[config.mk]
export PLATFORM = sky130hd
export DESIGN_NAME = tile_stats_accum
export DESIGN_NICKNAME = d
export VERILOG_FILES = /design/src/rtl/tile_stats_accum.sv
export SDC_FILE = /design/constraint.sdc
export NUM_CORES = 1
export LEC_CHECK = 0
export CAP_MARGIN = 20
export CORE_ASPECT_RATIO = 1.2
export CORE_MARGIN = 5
export CORE_UTILIZATION = 28
export CTS_CLUSTER_SIZE = 10
export DETAILED_ROUTE_END_ITERATION = 12
export GPL_ROUTABILITY_DRIVEN = 0
export REMOVE_ABC_BUFFERS = 1
export SYNTH_ARGS = -nofsm -noshare
export SYNTH_HDL_FRONTEND = slang
export SYNTH_SLANG_ARGS = --single-unit
export TNS_END_PERCENT = 10
[constraint.sdc]
create_clock -name iClk -period 3.5 [get_ports iClk]
set_clock_uncertainty 0.05 [all_clocks]
set_input_delay 0.7 -clock iClk [delete_from_list [all_inputs] [get_ports iClk]]
set_output_delay 0.7 -clock iClk [all_outputs]
set_load 0.01 [all_outputs]
[src/rtl/tile_stats_accum.sv]
// tile_stats_accum: per-tile mean/min/max over a tile-ordered pixel stream.
// Results are tagged with tile coordinates. The upstream done strobe is
// checked against the expected frame length, and a short frame sets a sticky
// error flag.
module tile_stats_accum #(
  parameter  int DATA_WIDTH  = 8,
  parameter  int IMG_WIDTH   = 640,
  parameter  int IMG_HEIGHT  = 480,
  parameter  int TILE_WIDTH  = 16,
  parameter  int TILE_HEIGHT = 16,
  localparam int NTX         = IMG_WIDTH / TILE_WIDTH,
  localparam int NTY         = IMG_HEIGHT / TILE_HEIGHT,
  localparam int XW          = $clog2(NTX),
  localparam int YW          = $clog2(NTY)
) (
  input  logic                  iClk,
  input  logic                  iRst,
  input  logic                  iValid,
  input  logic [DATA_WIDTH-1:0] iData,
  input  logic                  iDone_sig,
  output logic                  oValid,
  output logic [DATA_WIDTH-1:0] oMean,
  output logic [DATA_WIDTH-1:0] oMin,
  output logic [DATA_WIDTH-1:0] oMax,
  output logic [XW-1:0]         oTileX,
  output logic [YW-1:0]         oTileY,
  output logic                  oFrameDone,
  output logic                  oErr
);

  localparam int TPIX = TILE_WIDTH * TILE_HEIGHT;
  localparam int PW   = $clog2(TPIX);
  localparam int SW   = DATA_WIDTH + PW;

  localparam logic [PW-1:0] PIX_LAST = PW'(TPIX - 1);
  localparam logic [XW-1:0] TX_LAST  = XW'(NTX - 1);
  localparam logic [YW-1:0] TY_LAST  = YW'(NTY - 1);

  typedef enum logic {
    IDLE,
    ACCUM
  } state_t;

  state_t                  state;
  logic [SW-1:0]           sum;
  logic [DATA_WIDTH-1:0]   mn;
  logic [DATA_WIDTH-1:0]   mx;
  logic [PW-1:0]           pix_cnt;
  logic [XW-1:0]           tx;
  logic [YW-1:0]           ty;

  logic [SW-1:0]           sum_next;
  logic [DATA_WIDTH-1:0]   min_next;
  logic [DATA_WIDTH-1:0]   max_next;
  logic                    tile_last;
  logic                    frame_last;
  logic                    abort;
  logic                    accept;

  // Next-pixel statistics and control decodes.
  // IDLE keeps stats at their cleared values, so the first pixel of a frame
  // goes through the same update path as any other pixel.
  always_comb begin
    sum_next   = sum + SW'(iData);
    min_next   = (iData < mn) ? iData : mn;
    max_next   = (iData > mx) ? iData : mx;
    tile_last  = (pix_cnt == PIX_LAST);
    frame_last = tile_last && (tx == TX_LAST) && (ty == TY_LAST);
    abort      = (state == ACCUM) && iDone_sig && !(iValid && frame_last);
    accept     = iValid && !abort;
  end

  // FSM, accumulators, tile/frame counters and registered result outputs.
  always_ff @(posedge iClk or posedge iRst) begin
    if (iRst) begin
      state      <= IDLE;
      sum        <= '0;
      mn         <= '1;
      mx         <= '0;
      pix_cnt    <= '0;
      tx         <= '0;
      ty         <= '0;
      oValid     <= 1'b0;
      oMean      <= '0;
      oMin       <= '0;
      oMax       <= '0;
      oTileX     <= '0;
      oTileY     <= '0;
      oFrameDone <= 1'b0;
      oErr       <= 1'b0;
    end else begin
      oValid     <= 1'b0;
      oFrameDone <= 1'b0;
      if (abort) begin
        // Short frame: drop the partial tile and any coincident pixel.
        oErr    <= 1'b1;
        sum     <= '0;
        mn      <= '1;
        mx      <= '0;
        pix_cnt <= '0;
        tx      <= '0;
        ty      <= '0;
        state   <= IDLE;
      end else if (accept) begin
        state <= ACCUM;
        if (tile_last) begin
          oValid  <= 1'b1;
          oMean   <= sum_next[SW-1 -: DATA_WIDTH];
          oMin    <= min_next;
          oMax    <= max_next;
          oTileX  <= tx;
          oTileY  <= ty;
          sum     <= '0;
          mn      <= '1;
          mx      <= '0;
          pix_cnt <= '0;
          if (frame_last) begin
            oFrameDone <= 1'b1;
            state      <= IDLE;
            tx         <= '0;
            ty         <= '0;
          end else if (tx == TX_LAST) begin
            tx <= '0;
            ty <= ty + YW'(1);
          end else begin
            tx <= tx + XW'(1);
          end
        end else begin
          sum     <= sum_next;
          mn      <= min_next;
          mx      <= max_next;
          pix_cnt <= pix_cnt + PW'(1);
        end
      end
    end
  end

endmodule
==> results of run 1 <==
==> per-layer routing <==
layer	GRT usage, %	vias up
met2	20.3	85
met3	3.24	29
li1	-	1849
met5	0	-
met1	15.7	1913
met4	4.80	0
==> path summary, 6_finish.rpt <==
check | from | slack [ns] | end
setup / recovery | iData[3] | 0.53 | mx[7]
hold / removal | oErr | 0.42 | oErr
setup reg to reg | pix_cnt[0] | 1.04 | oMax[3]
hold reg to reg | oErr | 0.42 | oErr
max in group asynchronous | iRst | 2.00 | state
min in group asynchronous | iRst | 0.74 | oTileX[1]
==> placed cells by master (no fill, tap or decap), drive strengths merged, types with 16 or more instances in the layout <==
cell type       n
dfrtp          82
clkdlybuf4s50  49
nor2           47
a21oi          36
ha             27
o21ai          27
inv            25
o211ai         20
nand2          16
==> sequential cells by signal, indices dropped and copies added (netlist names) <==
name and flops:
ty 5, oMax 8, oMean 8, oTileX 6
oMin 8, mx 8, oTileY 5, pix_cnt 8
sum 16, oErr 1, mn 8, state 1
oFrameDone 1, oValid 1, tx 6
==> worst register-to-register path: stages, from the launching register on <==
cell and delay [ns]:
dfrtp_1 0.50, ha_1 0.30, nand4_1 0.22, or2_2 0.38
nor2_4 0.33, buf_4 0.36, nor2_1 0.07, a31oi_1 0.15
==> area by class of cell <==
| class | instances | share of cell area (%) |
|---|---|---|
| multi-input cells | 333 | 40.6 |
| flip-flops and latches | 90 | 37.9 |
| repair buffers | 64 | 10.3 |
| well taps | 216 | 4.52 |
| clock buffers | 11 | 4.23 |
| inverters | 26 | 1.65 |
| clock inverters | 5 | 0.838 |
==> stage by stage <==
stage	utilization, %	instances	hold slack [ns]	setup WS (ns)	area, um2
final	35.2	745	0.418	0.529	5970
after global routing	35.2	745	0.434	0.338	5970
after CTS	35.2	745	0.424	0.546	5970
after detailed placement	33.4	729	0.402	0.207	5670
after global placement	33.4	729	0.413	0.326	5670
after floorplan	-	449	0.404	0.428	4780
==> cell families after synthesis <==
group	share of synthesized area, %
adders and majority gates	7.34
and+or+nand+nor	12.9
DFF	46.4
AOI/OAI and AO/OA	20.8
buffers and inverters	3.98
xor gates and xnor gates	3.77
muxes	4.82
==> where the power goes <==
part           leakage [nW]  switching [mW]  total [mW]  internal (mW)
Clock                 0.145           0.432       0.962          0.530
Combinational          1.27           0.449       0.767          0.318
Sequential             1.20          0.0863        1.22           1.14
==> run summary, run 1 <==
The count of antenna diodes in the layout was 0. Clock tree synthesis found a total of 90 sinks. For the maximum buffer depth of the clock tree, the log shows 2.

The cell type with the highest aggregate area in the netlist was dfrtp_1. Yosys attributes the largest share of cell area to dfrtp_1, ha_1, dfstp_2. The logs give 0.00488 mm2 for the post-synthesis instance area and 12,200 um for the aggregate routed wire length.

Of the post-synthesis cell area, the dominant cell type holds 42.1%. The layout has 1,677 filler cells. Global routing finished with a remaining overflow of 0. The async set-reset flop share out of synthesis is 100%.

The number of global-route vias before repair was 3,938; the average footprint of a synthesized cell was 10.4 um2. The arrival time of data at the critical path endpoint was 3.20 ns. The sequential area share after synthesis is 46.4%, and the initial antenna violation count is 0. TritonCTS built the clock tree.

The instance count on the critical path is 7. Ranked by instance count, the synthesized netlist is headed by dfrtp_1, nor2_1, a21oi_1. Post-CTS repair changed the size of 0 cells.

The worst path uses 84.9% of the clock period. The count of buffers added on input and output ports is 49. Entering global routing, the biggest net connects 45 pins. The worst setup path is captured at a flop.

The final layout contains 564 nets. The maximum clock rate came out at 337 MHz. The total number of vias was 3,876.

Hold repair after CTS inserted 0 buffers. In this run, CTS created clock tree buffers numbering 9. The detailed router finished its first iteration with 246 violations. For this design the static power due to leakage is 2.62 nW. Cells with a size suffix above 1 make up 13.2% of the layout. In the detailed route, the total length drawn on met3 is 675 um.

For the area of the multi-input gates, the log shows 0.00242 mm2. Setup repair after global routing left no endpoint under its margin. The number of flip-flops and latches in the synthesized netlist works out to 90. For the power after layout, the log shows 2.95 mW. For the worst flop-to-flop path, the logic depth is 7. The top-level port count was 50.

In the routed layout, each cell is associated on average with a via count of 5.20. The final total negative setup slack came out at 0 ns. The number of flops mapped to enable cells by yosys is 0.

The flow ran to the end, and the final reports show no timing, DRC or antenna violations. For the register cell area after layout, the log shows 0.00226 mm2. The number of setup buffers added after CTS was 0. In the final routed layout, each cell accounts on average for 16.4 um. The final number of hold-violating endpoints was 0; the slew at the pin closest to its max-slew limit was 0.800 ns.

The number of cells on the worst hold path is 1, and the vertical extent of the die is 155 um. Worst min-delay path category: flop to flop. dfrtp_1 is the most common cell in the netlist.

The Yosys step of the flow raised 0 warnings. The layout overhead on the synthesized area was 22.5%. The number of violations of the max-capacitance limit came out at 0. Among all stages on the critical path, the largest delay is contributed by clkdlybuf4s50_1. The tools report the overall die area as 0.0202 mm2. The die width is 130 um, and the distinct cell type count after synthesis is 57. In the synthesized netlist, the number of instances is 467.

The type of the worst setup path was input port to flop. For this run, the total global-route usage over all layers was measured as 12.4%. In this run the power density over the cells is 494 mW/mm2. The half-perimeter wire length of the detailed placement result is 9000 um. The critical path goes through clkdlybuf4s50_1, ha_1, and4_1, nand2_2, and3_1, nor3_2, a32o_1. The tools report the clock root buffer as clkbuf_16. For this run, the leading register cell type out of synthesis is dfrtp_1. The highest metal layer carrying signal wires in the routed design is met4. The largest delay contributor family on the critical path was simple AND/OR/NAND/NOR gates. The first global-routing pass estimated 20,100 um of wire.

First-pass iteration count of the detailed router: 4. On the worst path, the slowest cell contributes a delay of 0.58 ns. Setup violations remaining at the end of the flow were counted as 0. After clock tree synthesis, the clock-pin slew on the worst setup and hold paths is 0.07 ns. The routed design uses 5940 um of met2 wire. For the finished layout, the period the worst path requires is 2.97 ns. Once the floorplan was initialized, standard cells occupied 28.7% of the core.

At the worst endpoint, the required time is 3.73 ns. The run gives 0.0170 mm2 as the area inside the core boundary. The remaining routing DRC violations was 0; the wire length the detailed router placed on met1 was 5280 um.

The placement row count was 52; the residual antenna-violating net count after detailed routing was 0. The worst path buffer plus inverter count is 1. For the headroom to the max-slew limit, the log shows 46.6%. The max-slew violation count was 0; the count of H-tree levels built during CTS was 3.

For the worst supply voltage drop on vdd, the log shows 0.250 mV. The largest fanout on the critical path was 11; the clock network latency to the later pin of the worst-skew pair was 0.34 ns. The worst setup path is launched from an input port.
Note: power is estimated with default switching activity, not from simulation.
==> run 2, diff against run 1 <==
Clock period 3.5 ns to 3 ns, I/O delays scaled along.
==> run 2 against run 1 <==
Net effect:
- first-iteration DRC count up 15%
- flip-flop and latch count did not move
- setup slack got worse by 0.25 ns
- via count increased by 1.3%
- non-clock buffer count is 27 higher
- sequential power rose by 17%
==> run summary, run 2 (synthesis gave the netlist of run 1 again) <==
The number of setup buffers added after CTS was 0; the largest net degree at the start of global routing was 67. The total overflow left after global routing is 0. Buffers inserted to repair hold after CTS numbered 0. In the global route stage, overall resource usage came out at 12.9%. The count of H-tree levels built during CTS is 3, and the placement row count is 52. The number of global-route vias before repair is 3,971, and the relative contribution of combinational cells to total power is 28.3%.

The clock network accounts for 31.7% of the total power. The capture endpoint of the worst hold path is oErr. The final-layout worst hold slack came out at 0.429 ns. Leaving out fill and tap cells, the most frequent cells in the layout are dfrtp_1, clkdlybuf4s50_1, nor2_1, buf_4, a21oi_1. Type of the worst setup path: input port to flop. In the final layout, the share of cells above drive strength 1 is 17.3%. The register clock-pin slew on the reported worst setup and hold paths came out at 0.06 ns.

The vertical extent of the die was 155 um; the clock network latency to the later pin of the worst-skew pair was 0.35 ns. The worst register-to-register path ends at sum[10]. For this design the top-level I/O count stands at 50. The number of cells on the worst hold path works out to 1. Clock tree synthesis inserted a total of 9 buffers. Net switching is 31.7% of the power.

TritonCTS built the clock tree. For the finished layout, the period the worst path requires is 2.73 ns. After detailed routing, the number of vias per cell comes to 5.09.

Port buffering added 49 buffers. The final critical path takes up 90.9% of the cycle. The run finished with clean final reports.

Nature of the critical path startpoint: an input port. The tools report the critical hold path startpoint as oErr. For the initial antenna violation count, the log shows 0. The most common cell after layout, fill and taps aside was dfrtp_1. IR analysis of the VDD net gives a maximum drop of 0.318 mV. The total area inside the core boundary comes to 0.0170 mm2.

The routed layout has 3,927 vias. After the last flow step, the layout net total stands at 591. The die covers 0.0202 mm2.

The worst pin sits at a relative slew slack of 60.3%. At the worst endpoint, the arrival time is 2.91 ns. The routed wire length per instance is 16.2 um, and the count of antenna diodes in the layout is 0. The logs give 20,700 um for the first-pass GRT wire length and 28.7% for the initial standard-cell utilization of the core. Setup violations remaining at the end of the flow were counted as 0. Max-cap violations in this run came to 0. The layout has 1,668 filler cells.

The clock passes through at most 2 buffers. Summing all multi-input logic gate instances after layout gives 0.00242 mm2. sum holds more flip-flops than any other register.

The worst register-to-register path begins at sum[0]. For the worst setup path, the data required time is 3.18 ns. Dividing total power by cell area gives a power density of 578 mW/mm2. The logs give 0 for the residual antenna-violating net count after detailed routing and 2.43 mW for the internal power. The worst setup path is captured at a flop. The max-slew violation count was 0. The register with the most flip-flops in the layout has 16 of them. Setup slack on the worst reg-to-reg path comes out at 0.67 ns. Setup repair after global routing left no endpoint under its margin. The number of gates resized after CTS was 0. In this run, flip-flops and latches consume 40.0% of the power. The maximum clock rate was 367 MHz; the largest fanout on the critical path was 3. The register cell area after layout came out at 0.00226 mm2. The tools report the first-pass iteration count of the detailed router as 4. The clock root buffer is clkbuf_16. Relative to the synthesized area, the layout overhead comes to 26.6%. The final number of hold-violating endpoints was 0. For the half-perimeter wire length of the detailed placement result, the log shows 9240 um. Counting cells, the worst reg-to-reg path comes to 8. Measured along the x axis, the die boundary spans 130 um.

For this block, the initial DRC count from the detailed router was 282. The remaining routing DRC violations came out at 0. For the pin with the worst max-slew slack, the measured transition is 0.596 ns. The leakage power came out at 2.74 nW.

The logs give 3.57 mW for the power after layout and 90 for the number of sinks driven by the clock tree. For this design the total switching power over the nets is 1.13 mW. The routed design has 12,500 um of wire.

In this run the worst hold path is classified as flop to flop.
## run 2: changes by cell type in the layout (fill, tap and decap cells not counted)
cell / previous run / this run
buf_4: 14 / 41
clkinvlp_4: 1 / 2
clkinv_2: 1 / 2
clkinv_4: 3 / 1
clkbuf_1: 0 / 1
clkbuf_8: 2 / 0
bufinv_16: 0 / 1
clkinv_8: 1 / 0
inv_6: 0 / 1
## run 2: through the flow
step                instances  area [um2]  setup TNS [ns]  util (%)  setup slack (ns)
floorplan                 449        4780               0         -            0.0280
detailed placement        756        5870         -0.0573      34.6           -0.0573
global route              772        6170               0      36.3             0.147
finish                    772        6170               0      36.3             0.274
CTS                       772        6170               0      36.3             0.310
global placement          756        5870               0      34.6            0.0359
## run 2: how the worst max path moves through the flow
stage          startpoint      end  cells after the start  slack [ns]
2_1_floorplan        iRst    mx[0]                      1        0.03
3_3_place_gp     iData[0]  sum[10]                      9        0.04
3_5_place_dp     iData[0]  sum[10]                      9       -0.06
4_1_cts          iData[0]  sum[10]                      9        0.31
5_1_grt          iData[0]  sum[10]                      9        0.15
6_report         iData[0]  sum[10]                      9        0.27
## run 2: critical path, stage by stage
cell and delay, ns:
clkdlybuf4s50_1 0.49, ha_1 0.19, inv_1 0.07, fa_1 0.41, nor2b_1 0.23, o31ai_1 0.14, a2111oi_2 0.44, o21ai_0 0.14
a22o_1 0.20
## run 2: final cells by class
cell class	instances	share of cell area, %
flip-flops and latches	90	36.7
multi-input cells	333	39.3
clock buffers	10	3.71
repair buffers	91	13.3
inverters	26	1.60
clock inverters	6	1.09
well taps	216	4.38
## run 2: power groups by stage
stage / sequential, mW / clock, mW / combinational [mW]
after floorplan: 1.42 / 0 / 0.662
after CTS: 1.43 / 1.17 / 1.01
after detailed placement: 1.45 / 0 / 0.999
after global placement: 1.44 / 0 / 0.966
final: 1.43 / 1.13 / 1.01
after global routing: 1.44 / 1.21 / 1.13
## run 2: per-layer routing
metal	GRT usage [%]	vias to the layer above	wire length (um)
li1	-	1898	-
met1	15.9	1946	5450
met2	21.5	68	6190
met3	3.52	15	662
met4	4.41	0	208
met5	0	-	0
==> run 3, diff against run 2 <==
Settings changed: GPL_TIMING_DRIVEN from default to 1.
==> results of run 3 <==
The final DEF is identical to that of run 2; final timing and power are the same.
